--- src/rtl/pong_pkg.sv ---
// pong_pkg: shared FSM state encodings, palette and frame geometry for the pong frame controller.
package pong_pkg;
    typedef enum logic [1:0] {IDLE = 2'd0, SERVE = 2'd1, PLAY = 2'd2, OVER = 2'd3} state_t;
    localparam logic [11:0] COL_TEXT   = 12'hFFF;
    localparam logic [11:0] COL_BALL   = 12'hF00;
    localparam logic [11:0] COL_PADDLE = 12'h0F0;
    localparam logic [11:0] COL_WALL   = 12'h00F;
    localparam logic [11:0] COL_BG     = 12'h111;
    localparam logic [11:0] COL_OFF    = 12'h000;
    localparam logic [9:0]  FRAME_Y    = 10'd480;
    localparam logic [9:0]  H_TOTAL    = 10'd800;
    localparam logic [9:0]  V_TOTAL    = 10'd525;
endpackage

--- src/rtl/pong_pixel_mux.sv ---
// pong_pixel_mux: registered priority mux choosing the pixel colour from the layer hit flags.
// Ports: clk, rst (sync, active-high); video_on, text_en (text layer allowed), text_on,
//        ball_on, paddle_on, wall_on -> rgb (12-bit 4:4:4, one cycle latency).
module pong_pixel_mux
    import pong_pkg::*;
(
    input  logic        clk,
    input  logic        rst,
    input  logic        video_on,
    input  logic        text_en,
    input  logic        text_on,
    input  logic        ball_on,
    input  logic        paddle_on,
    input  logic        wall_on,
    output logic [11:0] rgb
);
    logic [11:0] rgb_n;
    always_comb
        rgb_n = !video_on             ? COL_OFF    :
                (text_en && text_on)  ? COL_TEXT   :
                ball_on               ? COL_BALL   :
                paddle_on             ? COL_PADDLE :
                wall_on               ? COL_WALL   : COL_BG;
    always_ff @(posedge clk)
        rgb <= rst ? COL_OFF : rgb_n;
endmodule

--- src/rtl/pong_frame_ctrl.sv ---
// pong_frame_ctrl: game-state FSM, frame timer and pixel colour output for a pong game.
// Ports: clk_25MHz, reset (sync, active-high); pixelX/pixelY, videoOn from the sync generator;
//        btnStart (level), missEvent (pulse), layer flags textOn/ballOn/paddleOn/wallOn;
//        outputs rgb, refreshTick, updateEn, ballReset, ballsLeft, state.
module pong_frame_ctrl
    import pong_pkg::*;
#(
    parameter int SERVE_FRAMES = 120,
    parameter int OVER_FRAMES  = 180,
    parameter int NUM_BALLS    = 3
) (
    input  logic        clk_25MHz,
    input  logic        reset,
    input  logic [9:0]  pixelX,
    input  logic [9:0]  pixelY,
    input  logic        videoOn,
    input  logic        btnStart,
    input  logic        missEvent,
    input  logic        textOn,
    input  logic        ballOn,
    input  logic        paddleOn,
    input  logic        wallOn,
    output logic [11:0] rgb,
    output logic        refreshTick,
    output logic        updateEn,
    output logic        ballReset,
    output logic [1:0]  ballsLeft,
    output logic [1:0]  state
);
    // The 8-bit timer must reach the last frame without wrapping; ballsLeft is 2 bits.
    if (SERVE_FRAMES < 1 || SERVE_FRAMES > 255 || OVER_FRAMES < 1 || OVER_FRAMES > 255 ||
        NUM_BALLS < 1 || NUM_BALLS > 3) begin : g_bad_param
        $error("pong_frame_ctrl: parameter out of range");
    end
    localparam logic [7:0] SERVE_LAST = 8'(SERVE_FRAMES - 1);
    localparam logic [7:0] OVER_LAST  = 8'(OVER_FRAMES - 1);
    localparam logic [1:0] BALLS_INIT = 2'(NUM_BALLS);
    state_t     state_q, state_n;
    logic [7:0] timer_q, timer_n;
    logic [1:0] balls_q, balls_n;
    logic       btn_q, start_pulse;
    assign refreshTick = (pixelX == 10'd0) && (pixelY == FRAME_Y);
    assign start_pulse = btnStart && !btn_q;
    assign updateEn    = refreshTick && (state_q == PLAY);
    assign ballReset   = (state_q == IDLE) || (state_q == SERVE);
    assign ballsLeft   = balls_q;
    assign state       = state_q;
    always_ff @(posedge clk_25MHz) begin
        if (reset) begin
            state_q <= IDLE;
            timer_q <= '0;
            balls_q <= BALLS_INIT;
            btn_q   <= 1'b0;
        end else begin
            state_q <= state_n;
            timer_q <= timer_n;
            balls_q <= balls_n;
            btn_q   <= btnStart;
        end
    end
    // missEvent is only examined in PLAY, so it wins over a coincident refreshTick there.
    always_comb begin
        state_n = state_q;
        timer_n = timer_q;
        balls_n = balls_q;
        case (state_q)
            IDLE: begin
                balls_n = BALLS_INIT;
                if (start_pulse) begin
                    state_n = SERVE;
                    timer_n = '0;
                end
            end
            SERVE: if (refreshTick) begin
                timer_n = (timer_q == SERVE_LAST) ? 8'd0 : timer_q + 8'd1;
                state_n = (timer_q == SERVE_LAST) ? PLAY : SERVE;
            end
            PLAY: if (missEvent) begin
                timer_n = '0;
                balls_n = (balls_q > 2'd1) ? balls_q - 2'd1 : 2'd0;
                state_n = (balls_q > 2'd1) ? SERVE : OVER;
            end
            OVER: if (refreshTick) begin
                timer_n = (timer_q == OVER_LAST) ? 8'd0 : timer_q + 8'd1;
                state_n = (timer_q == OVER_LAST) ? IDLE : OVER;
            end
            default: state_n = IDLE;
        endcase
    end
    pong_pixel_mux u_mux (
        .clk       (clk_25MHz),
        .rst       (reset),
        .video_on  (videoOn),
        .text_en   ((state_q == IDLE) || (state_q == OVER)),
        .text_on   (textOn),
        .ball_on   (ballOn),
        .paddle_on (paddleOn),
        .wall_on   (wallOn),
        .rgb       (rgb)
    );
endmodule
--- config.mk ---
export PLATFORM = sky130hd
export DESIGN_NAME = pong_frame_ctrl
export DESIGN_NICKNAME = d
export VERILOG_FILES = /design/src/rtl/pong_pkg.sv /design/src/rtl/pong_pixel_mux.sv /design/src/rtl/pong_frame_ctrl.sv
export SDC_FILE = /design/constraint.sdc
export NUM_CORES = 1
export LEC_CHECK = 0
export CORE_MARGIN = 5
export CORE_UTILIZATION = 37
export CTS_CLUSTER_SIZE = 16
export DETAILED_ROUTE_END_ITERATION = 12
export PLACE_DENSITY = 0.75
export RECOVER_POWER = 50
export SLEW_MARGIN = 20
export SYNTH_ARGS = -nofsm -noshare
export SYNTH_HDL_FRONTEND = slang
export SYNTH_SLANG_ARGS = --single-unit
--- constraint.sdc ---
create_clock -name clk_25MHz -period 1.6 [get_ports clk_25MHz]
set_clock_uncertainty 0.05 [all_clocks]
set_input_delay 0.16 -clock clk_25MHz [delete_from_list [all_inputs] [get_ports clk_25MHz]]
set_output_delay 0.16 -clock clk_25MHz [all_outputs]
set_load 0.02 [all_outputs]
==> metrics.md <==
| Metric | Value |
|---|---|
| Synthesized instance count | `127` |
| Mux share of post-synthesis cell area | `0%` |
| DRC violations left | `0` |
| Number of warnings printed during yosys synthesis | `0` |
| Setup Slack @ Placement | `-503 ps` |
| Total clock buffers created by CTS | `3` |
| Cell chosen for the clock root | `clkbuf_4` |
| DR WL/cell | `~16 µm` |
| Clock tree from TritonCTS | `built` |
| Placed cells | `between 200 and 250` |
| Primary flip-flop cell chosen by synthesis mapping | `dfxtp_1` |
| First element of the critical path | `timer_q[0]` |
| Port bufs | `47` |
| Share of synthesized cell area in and, or, nand and nor gates | `between 20 and 30%` |
| Number of max-slew violations in the final report | `0` |
| Final layout net count | `between 200 and 250` |
| Area leader, netlist | `dfxtp_1` |
| Starting density of the core | `39.0%` |
| R2R depth | `6` |
| Gp weighted congestion | `~0.79` |
| Required arrival time at the worst endpoint | `1750 ps` |
| Setup ws final | `-150 ps` |
| Number of enable-type register cells in the synthesized netlist | `0` |
| Synth unique cells | `36` |
| Final WL | `3650 µm` |
| Worst setup slack for register-to-register paths | `-150 ps` |
| Routed vias/inst | `approximately 5.3` |
| Total vias in the final route | `1203` |
| Iteration-0 DRC count of the detailed router | `around 130` |
| RSZ-0062 raised after global routing | `yes` |
| Nets in the synthesized netlist | `between 150 and 200` |
| Slew HR | `around 77%` |
| Most repeated cell in the gate-level netlist after synthesis | `dfxtp_1` |
| Final std cells w/o fill | `226` |
| F_max | `571 MHz` |
| Maximum number of pins on one net before global-route repair | `19` |
| Area enclosed by the die boundary | `around 4100 µm²` |
| End point of the critical path | `timer_q[3]` |
| Half-perimeter wire length of the detailed placement result | `roughly 2600 µm` |
| Total iterations of the first detailed-routing run | `4` |
| Cell types with the largest area share after synthesis | `dfxtp_1 35%, ha_1 6.9%, a21oi_1 4.1%, buf_4 4.1%, inv_1 4.1%` |
| Portion of synthesized cell area occupied by the leading cell type | `about a third` |
| Peak fanout along the critical path | `8` |
| Area of the core | `2810 µm²` |
| Synthesis-to-finish area growth | `82.5%` |
| Result of the run | `finished, violations left` |
| Leakage power | `around 0.00084 µW` |
| Number of global-route vias before repair | `1245` |
| Post-Syn Area per Cell | `8.62 µm²` |
| Area fraction in compound gates after synthesis | `between 10% and 20%` |
| Die height | `about 64 µm` |
| Worst R2R End | `timer_q[3]` |
| Antenna-violating nets left | `0` |
| Hold crit path type | `in2reg` |
| Violations in the final reports | `negative setup slack` |
| First-pass GRT wire length | `around 5400 µm` |
| Fin. Hold Viols | `0` |
| Number of violations of the max-capacitance limit | `0` |
| Number of cell rows | `19` |
| IR Drop Worst-Case VDD | `around 450 µV` |
| Total of endpoints with negative setup slack in the final report | `10` |
| Clock period minus final worst setup slack | `between 1500 and 2000 ps` |
| Least-Margin Pin Slew | `339 ps` |
| Source of the worst register-to-register timing path | `timer_q[0]` |
| Post-route clock period utilization | `109%` |
| Count of clock tree sinks | `19` |
| Arithmetic-cell share of the synthesized area counting full adders, half adders and majority gates | `6.86%` |
| Most common library cells after synthesis | `19 x dfxtp_1, 12 x inv_1, 9 x a21oi_1` |
| Fraction of final layout cells with drive strength greater than 1 | `37.9%` |
| Die Span X | `around 64 µm` |
| Clk Latency, worst-skew pair | `about 300 ps` |
| Antenna cells | `0` |
| Overall Global Routing Usage | `16.4%` |
| Clock edge transition at the registers on the reported setup and hold paths | `110 ps` |
| Worst hold slack | `approximately 400 ps` |
| Share of flip-flops with an asynchronous set or reset | `0%` |
| Critical path start-end classification | `reg2reg` |
| Largest family of logic cells by synthesized area | `simple AND/OR/NAND/NOR gates` |
| Kind of end point of the critical path | `flop` |
| Post-synthesis share of cell area spent on xor and xnor gates | `less than 1%` |
| Register area share after synthesis | `a little over a third` |
| Buffers from clock root to sink, at most | `2` |
| Initial antenna violation count | `0` |
| Arrival time of data at the critical path endpoint | `1900 ps` |
| Hold buffer count at cts | `0` |
| CTS H-tree depth | `1` |
| I/O Pins | `48` |
| Flop and latch count out of synthesis | `19` |
| Final global-route overflow total | `0` |
| Netlist area before placement | `roughly 1100 µm²` |
| Cell Pwr Density | `between 600 and 700 nW/µm²` |
| Startpoint class of the critical path | `flop` |
==> cell usage in the layout (no fill, tap or decap), types with 3 or more instances in the layout <==
cell type         n
dlymetal6s2s_1   12
o32ai_2           3
clkdlybuf4s50_1  30
a21oi_2           5
buf_6             4
o21ai_0           3
a21oi_1           5
nand3_1           4
inv_2             3
inv_1             8
nand2_1           7
dfxtp_1          15
nor2_1            7
or3_1             6
clkbuf_4          3
buf_4            23
==> sequential cells by signal, indices dropped and copies added, names as in the netlist <==
signal,count
btn_q,1
state,2
ballsLeft,2
u_mux.rgb,6
timer_q,8
==> how the worst min path moves through the flow <==
stage                       startpoint           end  slack [ps]  cells after the start
final                         btnStart         btn_q         400                      2
after floorplan                 wallOn  u_mux.rgb[3]         230                      1
after global routing          btnStart         btn_q         360                      2
after CTS                     btnStart         btn_q         380                      2
after detailed placement  ballsLeft[1]  ballsLeft[1]         450                      2
after global placement    ballsLeft[0]  ballsLeft[0]         440                      1
==> metrics by stage <==
| step | area, µm² | power, µW | TNS (ps) | utilization, % |
|---|---|---|---|---|
| after CTS | 1840 | 1200 | -1170 | 65.4 |
| final | 2000 | 1250 | -1050 | 71.2 |
| after global placement | 1750 | 912 | -3790 | 62.2 |
| after floorplan | 1140 | 712 | -467 | - |
| after detailed placement | 1750 | 923 | -4100 | 62.2 |
| after global routing | 2000 | 1320 | -1860 | 71.2 |
==> report_power, final <==
| part | switching, µW | internal [µW] | leakage, µW | total, µW |
|---|---|---|---|---|
| registers | 12.5 | 493 | 0.000157 | 505 |
| clock network | 152 | 93.3 | 0.0000177 | 245 |
| logic | 248 | 252 | 0.000662 | 500 |
==> logic make-up after synthesis <==
group	after synthesis
compound gates	31
buf+inv	21
xor+xnor	1
simple gates	49
flops	19
fa+ha+maj	6
==> worst max-delay path, cell delays in order, from the launching register on <==
cell	delay [ps]
dfxtp_2	370
ha_4	130
nand4b_1	150
o41a_1	380
o21bai_4	260
a21oi_2	190
o32ai_2	110
==> per-layer routing <==
metal  global-route usage [%]  part of all wire (%)  up-vias
met4                     4.49                  0.63        0
met3                     4.73                   2.1        2
met2                     31.8                    59       16
li1                         -                     -      591
met1                     16.9                    38      594
met5                        0                     0        -
==> cell type report <==
cell class	instances	area (µm²)
fill	210	807
multi-input combinational	87	783
timing repair buffer	73	711
sequential	19	390
inverter	12	47.5
tap	31	38.8
clock buffer	3	22.5
clock inverter	1	5.00
==> repair_timing <==
action | 4_1_cts | 5_1_grt
endpoints found under the setup margin | 15 | 13
pin swaps | 7 | 14
gates resized for setup | 26 | 38
buffers inserted | 2 | 4
endpoints found under the hold margin | 0 | 0
No activity file was read; power rests on OpenSTA's default activity.
